### src/rtl/instr_encoder_if.sv
// Request/response bundle for instr_encoder: the request channel (valid/ready plus
// instruction fields) and the registered output channel (valid/ready plus word and address).
interface instr_encoder_if #(
  parameter int ADDR_W = 32
) ();
  // Request channel
  logic              in_valid;
  logic              in_ready;
  logic [1:0]        imm_src;
  logic [31:0]       imm_in;
  logic [6:0]        opcode;
  logic [4:0]        rd;
  logic [4:0]        rs1;
  logic [4:0]        rs2;
  logic [2:0]        funct3;

  // Output channel
  logic              out_valid;
  logic              out_ready;
  logic [31:0]       instr_out;
  logic [ADDR_W-1:0] instr_addr;

  // Producer of requests and consumer of encoded words
  modport master (
    output in_valid, imm_src, imm_in, opcode, rd, rs1, rs2, funct3, out_ready,
    input  in_ready, out_valid, instr_out, instr_addr
  );

  // The encoder itself
  modport slave (
    input  in_valid, imm_src, imm_in, opcode, rd, rs1, rs2, funct3, out_ready,
    output in_ready, out_valid, instr_out, instr_addr
  );
endinterface

### src/rtl/instr_encoder.sv
// RV32I I/S/B instruction encoder with range check, address tracking and a one-deep output
// register. Optional macro INSTR_ENCODER_ROUNDTRIP_CHECK_EN adds a sticky rt_mismatch decoder check.
module instr_encoder #(
  parameter int                ADDR_W    = 32,
  parameter logic [ADDR_W-1:0] BASE_ADDR = '0,
  parameter int                ERR_CNT_W = 8
) (
  input  logic                 clk,
  input  logic                 rst_n,
  instr_encoder_if.slave       bus,
  output logic                 err_range,
  output logic [ERR_CNT_W-1:0] err_count
`ifdef INSTR_ENCODER_ROUNDTRIP_CHECK_EN
  ,
  output logic                 rt_mismatch
`endif
);

  typedef enum logic [1:0] {
    FMT_I   = 2'b00,
    FMT_S   = 2'b01,
    FMT_B   = 2'b10,
    FMT_BAD = 2'b11
  } imm_fmt_e;

  logic                 r_out_valid;
  logic [31:0]          r_instr;
  logic [ADDR_W-1:0]    r_addr;
  logic                 r_err_range;
  logic [ERR_CNT_W-1:0] r_err_count;

  imm_fmt_e             w_fmt;
  logic                 w_in_ready;
  logic                 w_accept;
  logic                 w_out_hs;
  logic                 w_fits12;
  logic                 w_fits13;
  logic                 w_legal;
  logic [31:0]          w_word;

  assign w_fmt = imm_fmt_e'(bus.imm_src);

  // Ready is forced high while in reset; any request presented then is simply not taken.
  assign w_in_ready = !rst_n || !r_out_valid || bus.out_ready;
  assign w_accept   = rst_n && bus.in_valid && w_in_ready;
  assign w_out_hs   = r_out_valid && bus.out_ready;

  // A value fits a signed N-bit field when every bit above the field's sign bit matches it.
  assign w_fits12 = (&bus.imm_in[31:11]) || !(|bus.imm_in[31:11]);
  assign w_fits13 = (&bus.imm_in[31:12]) || !(|bus.imm_in[31:12]);

  always_comb begin
    // NOTE: every always_comb output gets a default first so no path leaves it unassigned (no latch).
    w_word  = '0;
    w_legal = 1'b0;
    unique case (w_fmt)
      FMT_I: begin
        w_word  = {bus.imm_in[11:0], bus.rs1, bus.funct3, bus.rd, bus.opcode};
        w_legal = w_fits12;
      end
      FMT_S: begin
        w_word  = {bus.imm_in[11:5], bus.rs2, bus.rs1, bus.funct3, bus.imm_in[4:0], bus.opcode};
        w_legal = w_fits12;
      end
      FMT_B: begin
        w_word  = {bus.imm_in[12], bus.imm_in[10:5], bus.rs2, bus.rs1, bus.funct3,
                   bus.imm_in[4:1], bus.imm_in[11], bus.opcode};
        w_legal = w_fits13 && !bus.imm_in[0];
      end
      default: begin
        w_word  = '0;
        w_legal = 1'b0;
      end
    endcase
  end

  // NOTE: sequential state uses non-blocking assignments so all registers update from pre-edge values.
  always_ff @(posedge clk) begin
    if (!rst_n) begin
      r_out_valid <= 1'b0;
      r_instr     <= '0;
      r_addr      <= BASE_ADDR;
      r_err_range <= 1'b0;
      r_err_count <= '0;
    end else begin
      // The address names the word currently held, so it moves only when that word leaves.
      if (w_out_hs) begin
        r_addr <= r_addr + ADDR_W'(4);
      end

      if (w_accept && w_legal) begin
        r_out_valid <= 1'b1;
        r_instr     <= w_word;
      end else if (w_out_hs) begin
        r_out_valid <= 1'b0;
      end

      if (w_accept && !w_legal) begin
        r_err_range <= 1'b1;
        if (r_err_count != '1) begin
          r_err_count <= r_err_count + ERR_CNT_W'(1);
        end
      end
    end
  end

`ifdef INSTR_ENCODER_ROUNDTRIP_CHECK_EN
  logic [31:0] w_rt_imm;
  logic        r_rt_mismatch;

  // Decode the freshly built word exactly as the immediate generator would.
  always_comb begin
    w_rt_imm = '0;
    unique case (w_fmt)
      FMT_I:   w_rt_imm = {{20{w_word[31]}}, w_word[31:20]};
      FMT_S:   w_rt_imm = {{20{w_word[31]}}, w_word[31:25], w_word[11:7]};
      FMT_B:   w_rt_imm = {{19{w_word[31]}}, w_word[31], w_word[7], w_word[30:25],
                           w_word[11:8], 1'b0};
      default: w_rt_imm = '0;
    endcase
  end

  always_ff @(posedge clk) begin
    if (!rst_n) begin
      r_rt_mismatch <= 1'b0;
    end else if (w_accept && w_legal && (w_rt_imm != bus.imm_in)) begin
      r_rt_mismatch <= 1'b1;
    end
  end

  assign rt_mismatch = r_rt_mismatch;
`endif

  assign bus.in_ready   = w_in_ready;
  assign bus.out_valid  = r_out_valid;
  assign bus.instr_out  = r_instr;
  assign bus.instr_addr = r_addr;
  assign err_range      = r_err_range;
  assign err_count      = r_err_count;

endmodule
### src/flat_wrapper.sv
// flat-port wrapper written by rule: the top's interface ports become plain ports
module instr_encoder_flat 
#(
  parameter int                ADDR_W    = 32,
  parameter logic [ADDR_W-1:0] BASE_ADDR = '0,
  parameter int                ERR_CNT_W = 8
)
  (clk, rst_n, err_range, err_count, bus_in_valid, bus_imm_src, bus_imm_in, bus_opcode, bus_rd, bus_rs1, bus_rs2, bus_funct3, bus_out_ready, bus_in_ready, bus_out_valid, bus_instr_out, bus_instr_addr);
  instr_encoder_if #(.ADDR_W(ADDR_W)) bus_i ();
  input  logic clk;
  input  logic rst_n;
  output logic err_range;
  output logic [ERR_CNT_W-1:0] err_count;
  input wire logic [$bits(bus_i.in_valid)-1:0] bus_in_valid;
  input wire logic [$bits(bus_i.imm_src)-1:0] bus_imm_src;
  input wire logic [$bits(bus_i.imm_in)-1:0] bus_imm_in;
  input wire logic [$bits(bus_i.opcode)-1:0] bus_opcode;
  input wire logic [$bits(bus_i.rd)-1:0] bus_rd;
  input wire logic [$bits(bus_i.rs1)-1:0] bus_rs1;
  input wire logic [$bits(bus_i.rs2)-1:0] bus_rs2;
  input wire logic [$bits(bus_i.funct3)-1:0] bus_funct3;
  input wire logic [$bits(bus_i.out_ready)-1:0] bus_out_ready;
  output wire logic [$bits(bus_i.in_ready)-1:0] bus_in_ready;
  output wire logic [$bits(bus_i.out_valid)-1:0] bus_out_valid;
  output wire logic [$bits(bus_i.instr_out)-1:0] bus_instr_out;
  output wire logic [$bits(bus_i.instr_addr)-1:0] bus_instr_addr;
  assign bus_i.in_valid = bus_in_valid;
  assign bus_i.imm_src = bus_imm_src;
  assign bus_i.imm_in = bus_imm_in;
  assign bus_i.opcode = bus_opcode;
  assign bus_i.rd = bus_rd;
  assign bus_i.rs1 = bus_rs1;
  assign bus_i.rs2 = bus_rs2;
  assign bus_i.funct3 = bus_funct3;
  assign bus_i.out_ready = bus_out_ready;
  assign bus_in_ready = bus_i.in_ready;
  assign bus_out_valid = bus_i.out_valid;
  assign bus_instr_out = bus_i.instr_out;
  assign bus_instr_addr = bus_i.instr_addr;
  instr_encoder #(.ADDR_W(ADDR_W), .BASE_ADDR(BASE_ADDR), .ERR_CNT_W(ERR_CNT_W)) u_core (.clk(clk), .rst_n(rst_n), .bus(bus_i), .err_range(err_range), .err_count(err_count));
endmodule
### config.mk
export PLATFORM = sky130hd
export DESIGN_NAME = instr_encoder_flat
export DESIGN_NICKNAME = d
export VERILOG_FILES = /design/src/rtl/instr_encoder_if.sv /design/src/rtl/instr_encoder.sv /design/src/flat_wrapper.sv
export SDC_FILE = /design/constraint.sdc
export NUM_CORES = 1
export LEC_CHECK = 0
export CORE_MARGIN = 3
export CORE_UTILIZATION = 39
export CTS_CLUSTER_DIAMETER = 200
export CTS_CLUSTER_SIZE = 25
export DETAILED_ROUTE_END_ITERATION = 10
export GPL_TIMING_DRIVEN = 0
export PLACE_DENSITY_LB_ADDON = 0.12
export SLEW_MARGIN = 20
export SYNTH_ARGS = -nofsm -noshare
export SYNTH_HDL_FRONTEND = slang
export SYNTH_SLANG_ARGS = --single-unit
### constraint.sdc
create_clock -name clk -period 1.7 [get_ports clk]
set_input_delay 0.17 -clock clk [delete_from_list [all_inputs] [get_ports clk]]
set_output_delay 0.17 -clock clk [all_outputs]
set_load 0.01 [all_outputs]
== After elaboration in Yosys (flattened, before gate mapping) ==
Cells that the tools add are included.
Word-level totals
  bits in registers: 74
Cells by class
  add/sub/neg operators: 2
  equality and inequality tests: 3
  reductions and logical operators: 24
  mux-type cells: 4
Operators with widths (number)
  32-bit case mux with 3 select lines: 1
  32-bit by 3-bit adder with 32-bit output, second input constant: 1
  21-bit AND reduction: 1
  21-bit OR reduction: 1
  20-bit AND reduction: 1
  20-bit OR reduction: 1
  8-bit by 1-bit adder with 8-bit output, second input constant: 1
  8-bit != test, second input constant: 1
  1-bit logical AND: 6
  1-bit logical NOT: 6
  1-bit logical OR: 4
  2-bit by 1-bit == test with 1-bit output, second input constant: 1
  2-bit == test, second input constant: 1
  2-bit logical NOT: 1
  1-bit 2-to-1 mux: 2
  1-bit case mux with 2 select lines: 1
  2-bit AND reduction: 1
  2-bit nonzero test: 1
  2-bit OR reduction: 1

== Logic depth before layout (Yosys ltp) ==
Gate-level depths: netlist of run 1.
  word-level depth: 8
  depth in mapped cells: 9
  depth with buffers taken out: 6

== Least setup slack after synthesis of run 1 ==
No wires, ideal clock.
  kind: register to register
  start point: reg u_core.r_addr[4] (netlist: u_core.bus.instr_addr[4])
  end point: reg u_core.r_addr[28] (netlist: u_core.bus.instr_addr[28])
  cell stages (with the launch flop): 7
  slack: -0.074 ns
  library setup time: 0.115 ns
  arrival time: 1.659 ns
  cell sequence: dfxtp_1 and4_1 nand3_1 nor4_1 nand3_1 xnor2_1 and2_1
On the way
  word-level cells in the longest chain between the ends: 1
RTL lines
  from (decl): line instr_encoder.sv:28  | logic [ADDR_W-1:0] r_addr;
  from (signal assigned): line instr_encoder.sv:88  | r_addr <= r_addr + ADDR_W'(4);
  32-bit by 3-bit adder with 32-bit output: line instr_encoder.sv:88
No other way between the ends.
A chain may end at the register's enable or synchronous reset.

== Final worst setup path of run 1 ==
  start point: in bus_imm_in[12]
  end point: reg u_core.r_instr[20] (netlist: u_core.bus.instr_out[20])
On the way
  word-level cells in the longest chain between the ends: 6
RTL lines
  from (decl): line flat_wrapper.sv:16  | input wire logic [$bits(bus_i.imm_in)-1:0] bus_imm_in;
  20-bit OR reduction: line instr_encoder.sv:50  | assign w_fits13 = (&bus.imm_in[31:12]) || !(|bus.imm_in[31:12]);
  1-bit logical NOT: line instr_encoder.sv:50
  1-bit logical OR: line instr_encoder.sv:50
  1-bit logical AND: line instr_encoder.sv:68  | w_legal = w_fits13 && !bus.imm_in[0];
  1-bit case mux with 2 select lines *: line instr_encoder.sv:56  | unique case (w_fmt)
  1-bit logical AND *: line instr_encoder.sv:91  | if (w_accept && w_legal) begin
  to (signal assigned): line instr_encoder.sv:93  | r_instr <= w_word;
  to (decl): line instr_encoder.sv:27  | logic [31:0] r_instr;
Mark *: on every way between the ends. The rest lies on a longest branch, timed or not.

==> impl_summary.md, run 1 <==
Timing
At the pin with the least slew margin, the transition time is 0.526 ns. Setup repair after global routing could not meet its margin everywhere. The number of slew-limit violations in the final report is 0.

The worst pin sits at a relative slew slack of 0.649. The final critical-path share of the clock period is 1.05. The post-layout worst setup margin is -0.0799 ns. The worst clock skew is approximately 0.013 ns. The worst hold margin is about 0.22 ns. For this run, the top clock speed supported by timing is ~0.56 GHz. The post-route minimum period is approximately 1.8 ns.

The final count of negative-setup-slack endpoints is 15. The hold violation count in the final report is 0.

Drt
Before antenna repair, the detailed router went through 4 iterations. Across all layers, the routed design uses ~3,600 vias. The DRC violations left is 0.

The total wire length after detailed routing is 10,600 um. In this run, the number of DRC markers left after iteration 0 of detailed routing was between 100 and 150. The post-detailed-route via-to-cell ratio is 5.21. Dividing the detail-routed wire length by the instance count gives 15.5 um. The remaining antenna violation count after routing is 0.

Power and ir drop
In this run the static leakage power is 0.00228 uW. The worst IR drop on VDD is 0.473 mV. The areal power density over the cells is about 620 nW/um^2.

Die
The die is ~100 um wide. The die boundary height is about 99 um. The cell row count is 33.

The initial standard-cell utilization of the core is 0.408. The floorplan step defined a core boundary enclosing roughly 8300 um^2. The count of boundary I/O pins is approximately 140. The area of the die is 9890 um^2.

Logic synthesis
For this run, the register share of the synthesized area comes to 0.423. The mean instance size in the synthesized netlist is about 8.6 um^2. The count of warnings emitted by yosys is 0. The most used flip-flop cell after synthesis is sky130_fd_sc_hd__dfxtp_1. Counting flops with a built-in enable in the synthesized netlist gives 0. In this run, synthesis produced a sequential element count of between 70 and 80.

The cell count after synthesis is ~400. Summing every instance area after synthesis gives 3410 um^2. The number of unique standard cell types used by synthesis is 45.

The share of flip-flops with an asynchronous set or reset after synthesis is 0.

Clocking
The CTS root buffer is sky130_fd_sc_hd__clkbuf_8. The depth of the CTS H-tree is 3. The clock tree from TritonCTS is built. The maximum number of buffers from clock root to sink is 2. The later-pin clock latency in the skew report is around 0.34 ns. The clock slew seen by the registers of the worst setup and hold paths is around 0.07 ns.

The clock sink count is 72. The number of clock buffers added by TritonCTS is 9.

Setup path
The slowest cell on the critical path is sky130_fd_sc_hd__or4_4. The largest driver fanout on the critical path is 5. Traced cell by cell, the critical path runs through buf_6 > or4_4 > buf_6 > nor3_4 > a21oi_4 > nor3_4 > buf_6 > buf_6 > o211ai_1 > o211a_1. The end point of the critical path is u_core.bus.instr_out[20]. The count of cells along the worst register-to-register path is 7.

The type of the setup path with the least slack is primary input to flip-flop. The register-to-register setup slack is -0.02 ns. STA classifies the critical path startpoint as a primary input. The type of element capturing the critical path is a flip-flop. The arrival time at the worst endpoint is between 2 and 2.5 ns. The kind of cell adding the most delay to the critical path is simple AND/OR/NAND/NOR gates. The worst path required time is 1.93 ns.

The critical path launch point is bus_imm_in[12]. The capture point of the worst reg-to-reg path is u_core.bus.instr_addr[29]. The worst register-to-register path begins at u_core.bus.instr_addr[21]. For this run, the slowest stage of the critical path takes roughly 0.54 ns. In this run the number of cells on the critical path is 10.

The critical path contains buffers and inverters numbering 4 combined. By instance count, the cell type seen most on the critical path is sky130_fd_sc_hd__buf_6.

Global routing
The global route total overflow is 0. Entering global routing, the biggest net connects 13 pins. The via count of the first global-routing pass is around 3,300. The first global-routing pass estimated 15,700 um of wire. The total routing usage reported by global routing is 0.195.

The initial antenna violation count is 0.

Place
The total instance count after detailed placement is between 600 and 700. The wire-length estimate of the detail-placed layout is 7080 um. Buffers placed on the I/O ports in this run total 133. The placer congestion estimate is 0.836.

Finish
The multi-input logic area is between 2000 and 2500 um^2. The number of inserted diodes is 0. The number of filler cells placed in the layout is 659. For this run, the post-layout net count is 639.

Of the cells placed in the final design, the portion with a size suffix greater than 1 is 0.242. The library cells used most frequently in the layout, excluding fill and tap cells, are sky130_fd_sc_hd__clkdlybuf4s50_1 (110), sky130_fd_sc_hd__nand2_1 (73), sky130_fd_sc_hd__dfxtp_1 (55), sky130_fd_sc_hd__and2_1 (25), sky130_fd_sc_hd__buf_4 (23). Relative to the synthesized area, the layout overhead comes to 70.5%. The area used by sequential logic in the layout is 1480 um^2. After the flow finishes, the layout carries non-filler instances totaling a little under 700. The library cell used most frequently in the layout, excluding fill and tap cells, is sky130_fd_sc_hd__clkdlybuf4s50_1.

Run status
The run finished, with violations left. The final reports fail on negative setup slack.

Hold path
The classification of the worst-slack hold path is primary input to flip-flop.

Job
Across the run, the number of max-cap violations was 0.
==> how the worst min path moves through the flow <==
stage	cells after the start	slack, ns	from	to
floorplan	2	0.28	bus_rs1[2]	u_core.bus.instr_out[17]
global placement	2	0.44	u_core.bus.instr_out[30]	u_core.bus.instr_out[30]
detailed placement	2	0.44	u_core.bus.instr_out[13]	u_core.bus.instr_out[13]
CTS	5	0.31	bus_imm_src[1]	u_core.bus.instr_out[10]
global route	5	0.26	bus_imm_in[0]	u_core.bus.instr_out[7]
finish	5	0.22	bus_imm_in[0]	u_core.bus.instr_out[7]
==> where the power goes <==
group,switching [uW],internal (uW)
registers,10.5,1690
clock network,638,970
logic,138,180
==> worst min-delay path, stage by stage <==
cell	delay (ns)
sky130_fd_sc_hd__clkbuf_2	0.10
sky130_fd_sc_hd__nand2_1	0.05
sky130_fd_sc_hd__o21ai_0	0.09
sky130_fd_sc_hd__nand2_1	0.06
sky130_fd_sc_hd__o21ai_0	0.06
==> synth_stat cells (6+ instances only) <==
cell	instances	area share
sky130_fd_sc_hd__nor2_1	7	0.0077
sky130_fd_sc_hd__xor2_1	8	0.021
sky130_fd_sc_hd__and2_1	25	0.046
sky130_fd_sc_hd__o21ai_0	24	0.035
sky130_fd_sc_hd__nand3_1	20	0.029
sky130_fd_sc_hd__and4_1	6	0.015
sky130_fd_sc_hd__buf_6	6	0.020
sky130_fd_sc_hd__mux2i_1	13	0.038
sky130_fd_sc_hd__o21ai_1	14	0.021
sky130_fd_sc_hd__clkbuf_1	10	0.011
sky130_fd_sc_hd__nor4_1	7	0.013
sky130_fd_sc_hd__dfxtp_1	72	0.42
sky130_fd_sc_hd__nand4_1	17	0.031
sky130_fd_sc_hd__nor2b_1	8	0.015
sky130_fd_sc_hd__nand2_1	73	0.080
sky130_fd_sc_hd__xnor2_1	17	0.044
==> registers in the layout, summed over array words and instances, names as in the netlist <==
name	count
u_core.err_count	8
u_core.bus.instr_out	32
u_core.bus.instr_addr	30
u_core.bus.out_valid	1
u_core.err_range	1
==> layout make-up <==
| type | count | area share |
|---|---|---|
| Clock inverter | 5 | 0.0183 |
| Tap cell | 105 | 0.0226 |
| Buffer | 22 | 0.0295 |
| Clock buffer | 10 | 0.0220 |
| Multi-Input combinational cell | 297 | 0.350 |
| Inverter | 4 | 0.00258 |
| Sequential cell | 72 | 0.254 |
| Timing Repair Buffer | 168 | 0.302 |
==> metal layers <==
| metal | vias to the layer above | part of all wire | GRT usage |
|---|---|---|---|
| met1 | 1689 | 0.41 | 0.228 |
| li1 | 1745 | - | - |
| met3 | 15 | 0.063 | 0.0596 |
| met5 | - | 0 | 0 |
| met2 | 111 | 0.51 | 0.335 |
| met4 | 0 | 0.014 | 0.0735 |
==> cell families (layout without fill, tap and decap cells) <==
| kind of cell | count (synthesis) | after routing | share of synthesized area |
|---|---|---|---|
| adder cells (fa/ha/maj) | 2 | 2 | 0.00734 |
| XOR/XNOR | 25 | 25 | 0.0643 |
| buffers and inverters | 29 | 209 | 0.0496 |
| flip-flops | 72 | 72 | 0.423 |
| AND/OR/NAND/NOR | 192 | 192 | 0.300 |
| AO/OA/AOI/OAI | 63 | 63 | 0.116 |
| other | 1 | 2 | 0.00110 |
| multiplexers | 13 | 13 | 0.0382 |
==> stage by stage <==
stage	worst slack, ns	cell area (um^2)	total power, uW	setup TNS [ns]	utilization
floorplan	-0.0453	3430	1850	-0.0639	-
global placement	-0.748	4890	2040	-33.25	0.587
detailed placement	-0.784	4890	2050	-33.97	0.587
CTS	-0.00811	5440	3640	-0.0158	0.653
global route	-0.150	5810	3750	-2.28	0.697
finish	-0.0799	5810	3620	-0.592	0.697
==> what timing repair did <==
item                       in CTS  in global routing
setup endpoints to repair      62                 57
gates resized for setup        64                 74
hold buffers                    0                  0
setup buffers                  16                 13
pin swaps                      13                 30
cloned                          3                  4
Note: power is estimated with default switching activity, not from simulation.
==> run 2, diff against run 1 <==
--- a/config.mk
+++ b/config.mk
@@ -5,6 +5,7 @@
 export SDC_FILE = /design/constraint.sdc
 export NUM_CORES = 1
 export LEC_CHECK = 0
+export ABC_AREA = 1
 export CORE_MARGIN = 3
 export CORE_UTILIZATION = 39
 export CTS_CLUSTER_DIAMETER = 200
@@ -12,6 +13,7 @@
 export DETAILED_ROUTE_END_ITERATION = 10
 export GPL_TIMING_DRIVEN = 0
 export PLACE_DENSITY_LB_ADDON = 0.12
+export RECOVER_POWER = 50
 export SLEW_MARGIN = 20
 export SYNTH_ARGS = -nofsm -noshare
 export SYNTH_HDL_FRONTEND = slang
==> run 2 against run 1 <==
Compared with the run above: the flow now finishes without violations; first-iteration DRC count is 41% higher; wire length is 1.1% higher; non-clock buffer count is 26 lower; largest cell class unchanged; highest routed layer unchanged.
==> impl_summary.md, run 2 <==
Drt
The routed wire length per instance is 13.8 um (-11%). The number of detailed-route iterations in the first pass is 4 (unchanged). The total wire length after detailed routing is 10,700 um (+1.1%). The remaining antenna violation count after routing is 0 (unchanged).

The first-iteration detailed-routing DRC count is 147 (+41%). The DRC violations left was 0 (unchanged). The vias after detailed routing is 3,755 (+5.5%). The post-detailed-route via-to-cell ratio is 4.86 (-6.7%).

Logic synthesis
The fraction of the mapped netlist area in compound gates is 0.113 (-0.00379). The area of the mapped netlist is 3480 um^2 (+2.1%). The fraction of post-synthesis cell area in the top cell type by area is 0.415 (-0.00853). After synthesis, the most frequently instantiated cells are sky130_fd_sc_hd__nand2_1 (130), sky130_fd_sc_hd__nor2_1 (86), sky130_fd_sc_hd__dfxtp_1 (72). The synthesized-area fraction occupied by adder cells is 0.00720 (-0.000148). Yosys attributes the largest share of cell area to sky130_fd_sc_hd__dfxtp_1 (41%), sky130_fd_sc_hd__nand2_1 (14%), sky130_fd_sc_hd__nor2_1 (9.3%). The basic-gate share of the synthesized area counting and, or, nand and nor cells is 0.348 (+0.0483).

Yosys instantiated no cell more often than sky130_fd_sc_hd__nand2_1. The number of enable flip-flop cells after synthesis is 0 (unchanged). The mean instance size in the synthesized netlist came to 6.91 um^2 (-19%).

The count of warnings emitted by yosys was 0 (unchanged). The flop and latch count out of synthesis is 72 (unchanged). The share of flip-flops with an asynchronous set or reset after synthesis is 0 (unchanged).

The number of unique standard cell types used by synthesis came to 31 (-31%). The proportion of synthesized chip area in sequential cells is 0.415 (-0.00853). The multiplexer area fraction after synthesis is 0 (-0.0382).

The cell count after synthesis came to 503 (+27%). The xor and xnor area share after synthesis was 0.0453 (-0.0189). The largest family of logic cells by synthesized area is simple AND/OR/NAND/NOR gates. Among all flip-flop cells after synthesis, the most frequent one is sky130_fd_sc_hd__dfxtp_1.

The biggest area contributor in the post-synthesis netlist is sky130_fd_sc_hd__dfxtp_1.

Global routing
The global route total overflow is 0 (unchanged). The via count of the first global-routing pass is 3,704 (+12%). The initial antenna violation count was 0 (unchanged). The first-pass GRT wire length is 16,900 um (+8.1%). The pin count of the biggest net entering global routing is 13 (unchanged). The total routing usage reported by global routing came to 0.209 (+0.0138).

Setup path
The type of the setup path with the least slack is primary input to flip-flop. The type of element capturing the critical path is a flip-flop. The arrival time at the worst endpoint came to 1.84 ns (-0.17 ns).

The count of cells along the worst register-to-register path is 11 (+4). The capture point of the worst reg-to-reg path is u_core.bus.instr_addr[25]. The register-to-register setup slack came to 0.09 ns (+0.11 ns). The largest driver fanout on the critical path is 6 (+1). The worst path required time was 1.93 ns (about the same). The worst setup path is launched from a primary input. The origin of the critical flop-to-flop path is u_core.bus.out_valid.

Die
The cell row count was 33 (unchanged). The area of the die was 10,100 um^2 (+1.9%). The initial standard-cell utilization of the core is 0.413 (+0.00431). The count of boundary I/O pins is 138 (unchanged). The total core area was 8420 um^2 (+0.99%). The die width was 100 um (+0.96%).

The die boundary height is 100 um (+0.96%).

Hold path
The end of the worst hold path is u_core.bus.instr_addr[2]. The path class of the tightest hold or removal check is primary input to flip-flop. The worst hold path depth is 3 (-2). The launch point of the worst hold path is rst_n.

Power and ir drop
The sequential group share of total power came to 0.482 (+0.014). The share of total power in combinational logic was 0.087 (about the same). The leakage dissipation is 0.00206 uW (-9.8%). The cell-internal power was 2720 uW (-3.9%).

The total power is 3520 uW (-2.9%). The areal power density over the cells came to 648 nW/um^2 (+4.0%). The relative contribution of the clock network to total power is 0.431 (-0.013).

The net switching power figure is 792 uW (+0.74%). The worst IR drop on VDD is 0.494 mV (+4.6%). The switching fraction of total power is 0.225 (+0.00815).

Finish
From synthesis to final layout, the design area changed by 56.0%. The number of flip-flops under the largest register name is 32 (unchanged). The post-layout instance area is 5420 um^2 (-6.6%). The share of cells above drive strength 1 is 0.126 (-0.116).

Leaving out fill and tap cells, the most frequent cells in the layout are sky130_fd_sc_hd__clkdlybuf4s50_1 (131), sky130_fd_sc_hd__nand2_1 (126), sky130_fd_sc_hd__nor2_1 (81), sky130_fd_sc_hd__dfxtp_1 (64), sky130_fd_sc_hd__inv_1 (40). The number of inserted diodes was 0 (unchanged). The library cell used most frequently in the layout, excluding fill and tap cells, is sky130_fd_sc_hd__clkdlybuf4s50_1. The number of nets in the layout was 728 (+14%).

Place
The count of buffers from port buffering came to 134 (+0.75%). The HPWL reported at the end of detailed placement is 8020 um (+13%). The placer congestion estimate is 0.861 (+3.0%). The worst-case setup slack after placement is -0.435 ns (+0.349 ns). The placed cell area is 4950 um^2 (+1.2%).

Run status
The flow ran to the end, and the final reports show no timing, DRC or antenna violations.

Clocking
The depth of the CTS H-tree came to 3 (unchanged). The later-pin clock latency in the skew report is 0.34 ns (about the same). The number of buffers inserted during clock tree synthesis is 9 (unchanged). The clock slew seen by the registers of the worst setup and hold paths is 0.08 ns (about the same). The tree is rooted in a sky130_fd_sc_hd__clkbuf_8. The maximum number of buffers from clock root to sink was 2 (unchanged). TritonCTS built the clock tree. The number of buffers added to fix hold violations after cts came to 0 (unchanged). The clock sink count is 72 (unchanged).

Timing
The final critical-path share of the clock period is 0.948 (-0.0991). The hold violation count in the final report was 0 (unchanged). The worst hold margin was 0.235 ns (+0.0107 ns).

The final count of negative-setup-slack endpoints came to 0 (-15). The worst clock skew is 0.00949 ns (-0.00382 ns). The transition time at the pin with the least slew margin came to 0.668 ns (+0.142 ns). Setup repair after global routing could not meet its margin everywhere. The upper clock frequency limit came to 0.621 GHz (+10%). The normalized max-slew margin was 0.555 (-0.0947). The number of slew-limit violations in the final report is 0 (unchanged). The post-route minimum period came to 1.61 ns (-0.169 ns).

The post-layout worst setup margin came to 0.0887 ns (+0.169 ns).

Job
The max-cap violation count was 0 (unchanged).
[run 2: cell types whose count changed after synthesis, sizes merged, moves of 13 or more]
| cell | delta |
|---|---|
| mux2i | -13 |
| o21ai | -16 |
| a21oi | +33 |
| nand2 | +65 |
| nor2 | +87 |
| inv | +37 |
| and2 | -25 |
[run 2: worst max path at each step]
stage,startpoint,end,slack [ns],cells past startpoint
after floorplan,u_core.bus.instr_addr[2],u_core.bus.instr_addr[28],0.02,10
final,bus_out_ready,u_core.bus.instr_addr[25],0.09,12
after global placement,bus_imm_in[16],u_core.bus.instr_out[21],-0.37,11
after CTS,bus_imm_in[16],u_core.bus.instr_out[21],0.007,11
after detailed placement,bus_imm_in[16],u_core.bus.instr_out[21],-0.43,11
after global routing,u_core.bus.instr_addr[3],u_core.bus.instr_addr[30],-0.04,10
[run 2: critical path, cell delays in order]
cell	delay, ns
sky130_fd_sc_hd__clkdlybuf4s50_1	0.52
sky130_fd_sc_hd__nand2_4	0.10
sky130_fd_sc_hd__inv_4	0.09
sky130_fd_sc_hd__nand2_2	0.07
sky130_fd_sc_hd__nor2_4	0.12
sky130_fd_sc_hd__nand2_4	0.09
sky130_fd_sc_hd__nor2_2	0.12
sky130_fd_sc_hd__nand2_2	0.11
sky130_fd_sc_hd__nor2_4	0.15
sky130_fd_sc_hd__nand2_1	0.09
sky130_fd_sc_hd__o21ai_0	0.15
sky130_fd_sc_hd__a21oi_1	0.06
[run 2: cells by family after synthesis]
logic type,count (synthesis)
AO/OA/AOI/OAI,71
XOR/XNOR,18
adder cells (fa/ha/maj),2
buffers and inverters,58
flip-flops,72
other,1
AND/OR/NAND/NOR,281
[run 2: final cells by class]
| type | instances | area [um^2] |
|---|---|---|
| Fill cell | 782 | 3000 |
| Multi-Input combinational cell | 374 | 1890 |
| Sequential cell | 72 | 1460 |
| Timing Repair Buffer | 148 | 1450 |
| Inverter | 42 | 165 |
| Clock buffer | 10 | 138 |
| Tap cell | 105 | 131 |
| Buffer | 16 | 110 |
| Clock inverter | 5 | 81.3 |
[run 2: layer usage]
| metal | vias to the layer above | wire (um) | global-route usage | share of wire |
|---|---|---|---|---|
| li1 | 1923 | - | - | - |
| met1 | 1721 | 4190 | 0.223 | 0.39 |
| met2 | 103 | 5580 | 0.382 | 0.52 |
| met3 | 8 | 810 | 0.0764 | 0.076 |
| met4 | 0 | 93 | 0.0622 | 0.0087 |
| met5 | - | 0 | 0 | 0 |
[run 2: through the flow]
| stage | std cells | utilization | setup TNS, ns |
|---|---|---|---|
| CTS | 764 | 0.624 | 0 |
| global placement | 743 | 0.588 | -14.43 |
| detailed placement | 743 | 0.588 | -16.76 |
| global route | 772 | 0.644 | -0.179 |
| floorplan | 504 | - | 0 |
| finish | 772 | 0.644 | 0 |
[run 2: power by group through the flow]
stage	Combinational, uW	Clock (uW)	Sequential [uW]
floorplan	102	0	1740
global placement	295	0	1740
detailed placement	301	0	1740
CTS	304	1540	1700
global route	336	1610	1690
finish	307	1520	1690
[run 2: timing repair]
action                                  4_1_cts  5_1_grt
buffers inserted                              6        8
gates cloned                                  0        0
endpoints found under the setup margin       32       53
gates resized for setup                      15       45
pin swaps                                     7       12
